File: src/rtl/fetch_stream.sv
// Streaming instruction fetch: in-order line requests with a credit-limited
// in-flight window, unpacked into a PC-tagged instruction queue for decode.
module fetch_stream #(
  parameter int unsigned     Xlen           = 64,
  parameter int unsigned     Ilen           = 32,
  parameter int unsigned     MemWidth       = 64,
  parameter logic [Xlen-1:0] BootAddr       = '0,
  parameter int unsigned     QueueDepthLog2 = 3,
  parameter int unsigned     MaxOutstanding = 2
) (
  input  logic                clk_i,
  input  logic                rst_i,
  input  logic                redirect_i,
  input  logic [Xlen-1:0]     redirect_pc_i,
  input  logic                mem_ready_i,
  output logic                mem_valid_o,
  output logic [Xlen-1:0]     mem_addr_o,
  input  logic [MemWidth-1:0] mem_rdata_i,
  input  logic                mem_rvalid_i,
  input  logic                inst_ready_i,
  output logic                inst_valid_o,
  output logic [Xlen-1:0]     inst_pc_o,
  output logic [Ilen-1:0]     inst_data_o,
  output logic [2:0]          outstanding_o
);

  localparam int unsigned Slots     = MemWidth / Ilen;
  localparam int unsigned IBytes    = Ilen / 8;
  localparam int unsigned LineBytes = MemWidth / 8;
  localparam int unsigned OffW      = $clog2(LineBytes);
  localparam int unsigned IOffW     = $clog2(IBytes);
  localparam int unsigned SlotW     = (Slots > 1) ? $clog2(Slots) : 1;
  localparam int unsigned Depth     = 2 ** QueueDepthLog2;
  localparam int unsigned QIdxW     = QueueDepthLog2;
  localparam int unsigned PtrW      = QueueDepthLog2 + 1;
  localparam int unsigned SumW      = QueueDepthLog2 + 3;
  localparam int unsigned PendW     = (MaxOutstanding > 1) ? $clog2(MaxOutstanding) : 1;

  logic [Xlen-1:0]  fetch_pc_q, fetch_pc_d, line_addr;
  logic [SlotW-1:0] req_slot;
  logic [2:0]       outstanding_q, drop_cnt_q;
  logic [PtrW-1:0]  reserved_q, reserved_d;
  logic [PtrW-1:0]  wr_ptr, rd_ptr, q_count;
  logic [PtrW-1:0]  req_left, rsp_left, push_n;
  logic [SumW-1:0]  credit_sum;
  logic             hs, rsp_take, pop;

  logic [Xlen-1:0]  pend_addr [MaxOutstanding];
  logic [SlotW-1:0] pend_slot [MaxOutstanding];
  logic [PendW-1:0] pend_wr, pend_rd;
  logic [Xlen-1:0]  rsp_addr;
  logic [SlotW-1:0] rsp_slot;

  logic [Xlen-1:0]  q_pc   [Depth];
  logic [Ilen-1:0]  q_data [Depth];

  function automatic logic [PendW-1:0] pend_inc(input logic [PendW-1:0] p);
    return (32'(p) == MaxOutstanding - 1) ? '0 : p + PendW'(1);
  endfunction

  // Request address and start slot follow the redirect target combinationally
  always_comb begin
    fetch_pc_d = redirect_i ? redirect_pc_i : fetch_pc_q;
    line_addr  = fetch_pc_d & ~Xlen'(LineBytes - 1);
    req_slot   = SlotW'(fetch_pc_d[OffW-1:0] >> IOffW);
    req_left   = PtrW'(Slots) - PtrW'(req_slot);
  end

  // A redirect frees the whole queue and all reservations in its own cycle
  always_comb begin
    q_count     = wr_ptr - rd_ptr;
    credit_sum  = SumW'(redirect_i ? '0 : q_count) + SumW'(redirect_i ? '0 : reserved_q)
                + SumW'(Slots);
    mem_valid_o = !rst_i && (32'(outstanding_q) < MaxOutstanding)
                  && (credit_sum <= SumW'(Depth));
    mem_addr_o  = line_addr;
    hs          = mem_valid_o && mem_ready_i;
  end

  always_comb begin
    rsp_addr = pend_addr[pend_rd];
    rsp_slot = pend_slot[pend_rd];
    rsp_left = PtrW'(Slots) - PtrW'(rsp_slot);
    rsp_take = mem_rvalid_i && (drop_cnt_q == 3'd0) && !redirect_i;
    push_n   = rsp_take ? rsp_left : '0;
    pop      = inst_valid_o && inst_ready_i && !redirect_i;
    reserved_d = (redirect_i ? '0 : reserved_q - (rsp_take ? rsp_left : '0))
               + (hs ? req_left : '0);
  end

  always_ff @(posedge clk_i) begin
    if (rst_i) begin
      fetch_pc_q    <= BootAddr;
      outstanding_q <= '0;
      drop_cnt_q    <= '0;
      reserved_q    <= '0;
      wr_ptr        <= '0;
      rd_ptr        <= '0;
      pend_wr       <= '0;
      pend_rd       <= '0;
    end else begin
      fetch_pc_q    <= hs ? line_addr + Xlen'(LineBytes) : fetch_pc_d;
      outstanding_q <= outstanding_q + 3'(hs) - 3'(mem_rvalid_i);
      reserved_q    <= reserved_d;
      // Everything issued before the redirect is stale, minus the one answered now
      if (redirect_i)
        drop_cnt_q <= outstanding_q - 3'(mem_rvalid_i);
      else if (mem_rvalid_i && drop_cnt_q != 3'd0)
        drop_cnt_q <= drop_cnt_q - 3'd1;
      if (hs)           pend_wr <= pend_inc(pend_wr);
      if (mem_rvalid_i) pend_rd <= pend_inc(pend_rd);
      if (redirect_i) begin
        rd_ptr <= wr_ptr;
      end else begin
        wr_ptr <= wr_ptr + push_n;
        rd_ptr <= rd_ptr + PtrW'(pop);
      end
    end
  end

  // Payload storage; slots from the fetch offset onward land in ascending order
  always_ff @(posedge clk_i) begin
    if (hs) begin
      pend_addr[pend_wr] <= line_addr;
      pend_slot[pend_wr] <= req_slot;
    end
    for (int k = 0; k < Slots; k++) begin
      if (rsp_take && (SlotW'(k) >= rsp_slot)) begin
        q_pc[QIdxW'(wr_ptr + PtrW'(k) - PtrW'(rsp_slot))]   <= rsp_addr + Xlen'(k * IBytes);
        q_data[QIdxW'(wr_ptr + PtrW'(k) - PtrW'(rsp_slot))] <= mem_rdata_i[k*Ilen +: Ilen];
      end
    end
  end

  always_comb begin
    inst_valid_o  = (q_count != '0);
    inst_pc_o     = q_pc[rd_ptr[QIdxW-1:0]];
    inst_data_o   = q_data[rd_ptr[QIdxW-1:0]];
    outstanding_o = outstanding_q;
  end

  // A response with nothing in flight is a memory-side protocol violation
  always_ff @(posedge clk_i) begin
    if (!rst_i && mem_rvalid_i) assert (outstanding_q != 3'd0);
  end

endmodule

File: config.mk
export PLATFORM = sky130hd
export DESIGN_NAME = fetch_stream
export DESIGN_NICKNAME = d
export VERILOG_FILES = /design/src/rtl/fetch_stream.sv
export SDC_FILE = /design/constraint.sdc
export NUM_CORES = 1
export LEC_CHECK = 0
export ABC_AREA = 1
export BUFFER_PORTS_ARGS = -buffer_cell sky130_fd_sc_hd__buf_2
export CORE_UTILIZATION = 40
export DETAILED_ROUTE_END_ITERATION = 12
export PLACE_DENSITY_LB_ADDON = 0.15
export SLEW_MARGIN = 0
export SYNTH_ARGS = -nofsm -noshare
export SYNTH_HDL_FRONTEND = slang
export SYNTH_SLANG_ARGS = --single-unit
File: constraint.sdc
create_clock -name clk_i -period 14.4 [get_ports clk_i]
set_clock_uncertainty 0.1 [all_clocks]
set_input_delay 2.88 -clock clk_i [delete_from_list [all_inputs] [get_ports clk_i]]
set_output_delay 2.88 -clock clk_i [all_outputs]
set_load 0.005 [all_outputs]
Word level (Yosys, flattened, before mapping)

Memories as Yosys holds them, arrays and structs flattened. A register that Yosys moved wholly into a read port is not among the register bits.
Index checks and enable logic that the tools add are counted.

Memory bits (writable): 892
Logic and storage cells: 76
Output and inout bits: 165
Register bits after elaboration: 82
ROM bits: 0
Latch bits: 0
Memories kept: 4

Mux-type cells: 24
Equality and inequality tests: 0
Bitwise logic cells: 0
$add $sub $neg: 20
Reductions and logical operators: 16
Magnitude comparators: 4
Divide/modulo/power cells: 0
Multipliers: 0
Shifts and indexed selects: 0

Memories:

| memory    | words | width | read ports | clocked after memory_dff | wr ports | line | RTL |
|---|---|---|---|---|---|---|---|
| q_pc      | 8     | 64    | 1          | 1                        | 2        | 54   | `logic [Xlen-1:0] q_pc [Depth];` |
| q_data    | 8     | 32    | 1          | 1                        | 2        | 55   | `logic [Ilen-1:0] q_data [Depth];` |
| pend_addr | 2     | 61    | 1          | 1                        | 1        | 48   | `logic [Xlen-1:0] pend_addr [MaxOutstanding];` |
| pend_slot | 2     | 1     | 1          | 1                        | 1        | 49   | `logic [SlotW-1:0] pend_slot [MaxOutstanding];` |

Operator list:

| operator              | number |
|---|---|
| $mux 64               | 2 |
| $add 64x3->64 const B | 1 |
| $add 64x4->64 const B | 1 |
| $mux 4                | 6 |
| $mux 1                | 12 |
| $mux 3                | 4 |
| $sub 3x1->3           | 4 |
| $logic_and 1x1->1     | 10 |
| $add 4x4->4           | 2 |
| $sub 4x4->4           | 2 |
| $add 5x2->6 const B   | 1 |
| $le 6x4->1 const B    | 1 |
| $sub 2x1->3 const A   | 2 |
| $add 4x4->5           | 1 |
| $add 4x1->4           | 1 |
| $reduce_bool 4->1     | 1 |
| $add 3x1->3           | 1 |
| $add 3x1->3 const B   | 1 |
| $logic_not 3->1       | 1 |
| $lt 3x2->1 const B    | 1 |
| $reduce_bool 3->1     | 1 |
| $sub 3x1->3 const B   | 1 |
| $add 1x1->1 const B   | 2 |
| $ge 1x1->1 const A    | 2 |
| 2 further kinds       | 3 |

Longest topological paths before layout

Depth in word-level cells: 9
Depth in mapped cells: 26
Depth with buffers taken out: 22

Worst setup path before layout

Ideal clock, no wire load.

Path kind: input port to flip-flop
Start point: input port redirect_i
End point: memory pend_addr[0][0] (netlist bit) (enable)
Arrival: 8494 ps
Setup time: 482 ps
Slack: 5324 ps
Cell stages on the path: 17
Data required time: 13818 ps
Path through: inv_4 buf_6 buf_2 clkbuf_1 clkbuf_1 nand2_1 ha_1 inv_1 ha_1 fa_1 nor2_1 nand2_1 a21oi_1 nand3_2 buf_2 buf_1 nor2_1

Word-level cells in the longest chain between the ends: 8
Elaborated cells on any way between the ends: 9
Those cells by class: 2 x add/sub; 1 x order compare; 4 x mux; 2 x reduce/logical

Ends and longest elaborated chain:

| element                        | line | RTL |
|---|---|---|
| start: declaration             | 13   | `input logic redirect_i,` |
| $mux 4                         | 72   | `credit_sum = SumW'(redirect_i ? '0 : q_count) + SumW'(redirect_i ? '0 : reserved_q)` |
| $add 4x4->5 *                  | 72   |  |
| $add 5x2->6 *                  | 73   | `+ SumW'(Slots);` |
| $le 6x4->1 *                   | 75   | `&& (credit_sum <= SumW'(Depth));` |
| $logic_and 1x1->1 *            | 75   |  |
| $logic_and 1x1->1 *            | 77   | `hs = mem_valid_o && mem_ready_i;` |
| $mux 1 *                       | 123  | `if (hs) begin` |
| $mux 1 (implied by the code) * | 124  | `pend_addr[pend_wr] <= line_addr;` |
| end: declaration               | 48   |  |

Mark *: on every way between the ends. The rest lies on a longest branch, timed or not.

Worst setup path in the final report

Start point: input port redirect_i
End point: output port mem_valid_o

Word-level cells in the longest chain between the ends: 5
Elaborated cells on any way between the ends: 6
Those cells by class: 2 x add/sub; 1 x order compare; 2 x mux; 1 x reduce/logical

Ends and longest elaborated chain:

| element             | line | RTL |
|---|---|---|
| $mux 4              | 72   |  |
| $add 4x4->5 *       | 72   |  |
| $add 5x2->6 *       | 73   |  |
| $le 6x4->1 *        | 75   |  |
| $logic_and 1x1->1 * | 75   |  |
| end: declaration    | 16   | `output logic mem_valid_o,` |

Marked as above.

==> impl_metrics.toml <==
[global_route]
grt_start_max_net_pins = 253
grt_util_all_layers = 0.235
grt_pass1_vias = 32200
grt.overflow.total = 0
grt_pass1_wl_um = 206000
antenna_found_initial = 4

[logic_synthesis]
synth.cell_area_sq_um = 45500
yosysUniqueCellTypes = 42
yosysMostFrequentCell = "nor2_1"
synthSimpleGateAreaFrac = 0.191
synthTopCellsByArea = "edfxtp_1 57%, nor2_1 11%, o21ai_0 7.4%"
synthMuxAreaShare = 0.0134
syn_inst = 4786
synth_xor_area_frac = 0.00173
synth_top_cell_by_area = "edfxtp_1"
synthTopCellsByCount = "1354 x nor2_1, 868 x edfxtp_1, 676 x o21ai_0"
synth_edf_count = 868
synth_area_per_cell_sq_um = 9.51
synthAdderAreaFrac = 0.0109
async_flop_share = 0
synth_top_family_by_area = "simple AND/OR/NAND/NOR gates"
netlist.area_leader.share = 0.573
yosysSeqAreaShare = 0.613
synth_warnings = 0
synth_compound_area_frac = 0.110
ys_seq_elements = 959
ys.flop_type = "edfxtp_1"

[route]
drtIter0Drc = 2814
wl_met1_um = 59200
num_vias = 33900
wl_met3_um = 8810
totalWireLength_um = 138000
drc = 0
dr.pass1.iters = 6
top_layer = "met5"
via_per_inst = 5.25
dr_wl_met2_um = 66400
ant_nets = 0
wire_per_inst_um = 21.4

[floorplanning]
rows = 123
io_pins = 299
dieWidth_um = 339
start_util = 0.404
core-area_sq_um = 113000
die_h_um = 339
die-area_sq_um = 115000

[power]
p_leak_nw = 19.3
p_per_area_nw_per_um2 = 129
total_power_mw = 6.58
peakVddDrop_v = 0.0000860

[setup_path]
cp_data_required_time_ns = 11.42
worst_r2r_path_depth = 21
cp_cell_sequence = "buf_4, inv_4, nand2_1, ha_1, inv_1, ha_1, fa_1, nor2_1, nand2_1, a21oi_1, nand2_1, inv_1, buf_2"
slowest_stage = "inv_4"
cpPeakStageDelay_ns = 0.53
path_class = "in2out"
startpoint_type = "input pin"
end_kind = "output port"
path_common_cell = "nand2_1"
crit_fanout = 52
worstPathArrival_ns = 5.68

[clocking]
cts_tree = "built"
h-tree-depth = 3
clk_path_buf_depth = 3
holdBufCountCts = 0
postCtsSetupBuffers = 0
clk_latency_ns = 0.69
path_clk_slew_ns = 0.06
cts_root_buf = "clkbuf_16"
cts_resized = 0
cts_buffers = 106
cts.sinks = 959

[status]
outcome = "finished, final reports clean"

[timing]
fin_setup_tns_ns = 0
fmax_ghz = 0.116
final.min_clock_period_ns = 8.66
setup_violations = 0
worst_slew_pin_slew_ns = 1.28
max_slew_margin = 0.119
hold_violations = 0
final_max_slew_viol_count = 0
rsz0062_at_grt = "no"
fin_crit_sh = 0.601

[hold_path]
worstHoldPathType = "reg2reg"
hold_depth = 2

[cells_and_area]
design_area_sq_um = 50900
area_growth_pct = 11.8
utilization = 0.452
nets = 5021
drive_above_1_share = 0.130
final_cells = 6445

[placed_design]
dp.final_hpwl_um = 76100
dp_cells = 6243
portBuffers = 291
place_area_sq_um = 47500
globalplace.congestion = 0.916

[flow_run]
drv_cap = 0
## flip-flops by register name, summed over array words and instances (netlist names), 3 cells and up, named ones only
| name | flops |
|---|---|
| reserved_q | 4 |
| q_pc | 496 |
| rd_ptr | 4 |
| fetch_pc_q | 62 |
| wr_ptr | 4 |
| drop_cnt_q | 3 |
| outstanding_o | 3 |
| q_data | 256 |
| pend_addr | 122 |
## layout make-up
type,count,area [sq um]
inverters,222,868
flip-flops and latches,959,27900
repair buffers,338,1820
clock inverters,50,477
multi-input cells,3224,15000
clock buffers,147,2940
diodes,5,12.5
fillers,10900,61800
well taps,1500,1880
## metal layers
metal | vias up | GRT usage
met1 | 16300 | 0.317
met4 | 2 | 0.0686
met3 | 190 | 0.0318
li1 | 16300 | -
met2 | 1095 | 0.395
met5 | - | 0
## logic make-up (layout without fill, tap and decap cells)
family / Yosys count / in the layout
and+or+nand+nor: 2171 / 2171
DFF: 959 / 959
AOI/OAI and AO/OA: 942 / 942
buffers and inverters: 607 / 757
muxes: 61 / 61
adders and majority gates: 36 / 36
xor gates and xnor gates: 9 / 9
other: 1 / 10
## cells in the final DEF (no fill, tap or decap), types with 88 or more instances in the layout
| cell type | Yosys | layout |
|---|---|---|
| clkbuf_16 | 0 | 108 |
| nand2_1 | 610 | 606 |
| a31oi_1 | 96 | 96 |
| dfxtp_1 | 91 | 88 |
| buf_2 | 56 | 290 |
| edfxtp_1 | 868 | 868 |
| o22ai_1 | 93 | 93 |
| inv_1 | 204 | 192 |
| nor2_1 | 1354 | 1346 |
| o21ai_0 | 676 | 676 |
## power by group
part / switching [mW] / total, mW / internal [mW]
registers: 0.0335 / 3.17 / 3.14
logic: 0.519 / 0.711 / 0.192
clock network: 1.13 / 2.69 / 1.57
## path summary, 6_finish.rpt
check / slack [ns] / start / endpoint
worst max-delay path: 5.74 / redirect_i / mem_valid_o
worst min register to register: 0.35 / q_pc[4][2] / q_pc[4][2]
worst min-delay path: 0.35 / q_pc[4][2] / q_pc[4][2]
worst max register to register: 8.38 / rd_ptr[0] / fetch_pc_q[60]
## worst max-delay path, delay by kind of cell
| family | cells | cell delay (ns) |
|---|---|---|
| AND/OR/NAND/NOR | 4 | 0.36 |
| adder cells (fa/ha/maj) | 3 | 1.00 |
| buffers and inverters | 5 | 1.18 |
| AO/OA/AOI/OAI | 1 | 0.21 |
## metrics by stage
step | hold WS [ns] | setup WS, ns
2_1_floorplan | 0.314 | 5.32
3_3_place_gp | 0.326 | 5.73
3_5_place_dp | 0.333 | 5.74
4_1_cts | 0.350 | 5.72
5_1_grt | 0.373 | 5.50
6_report | 0.349 | 5.74
No activity file was read; power rests on OpenSTA's default activity.
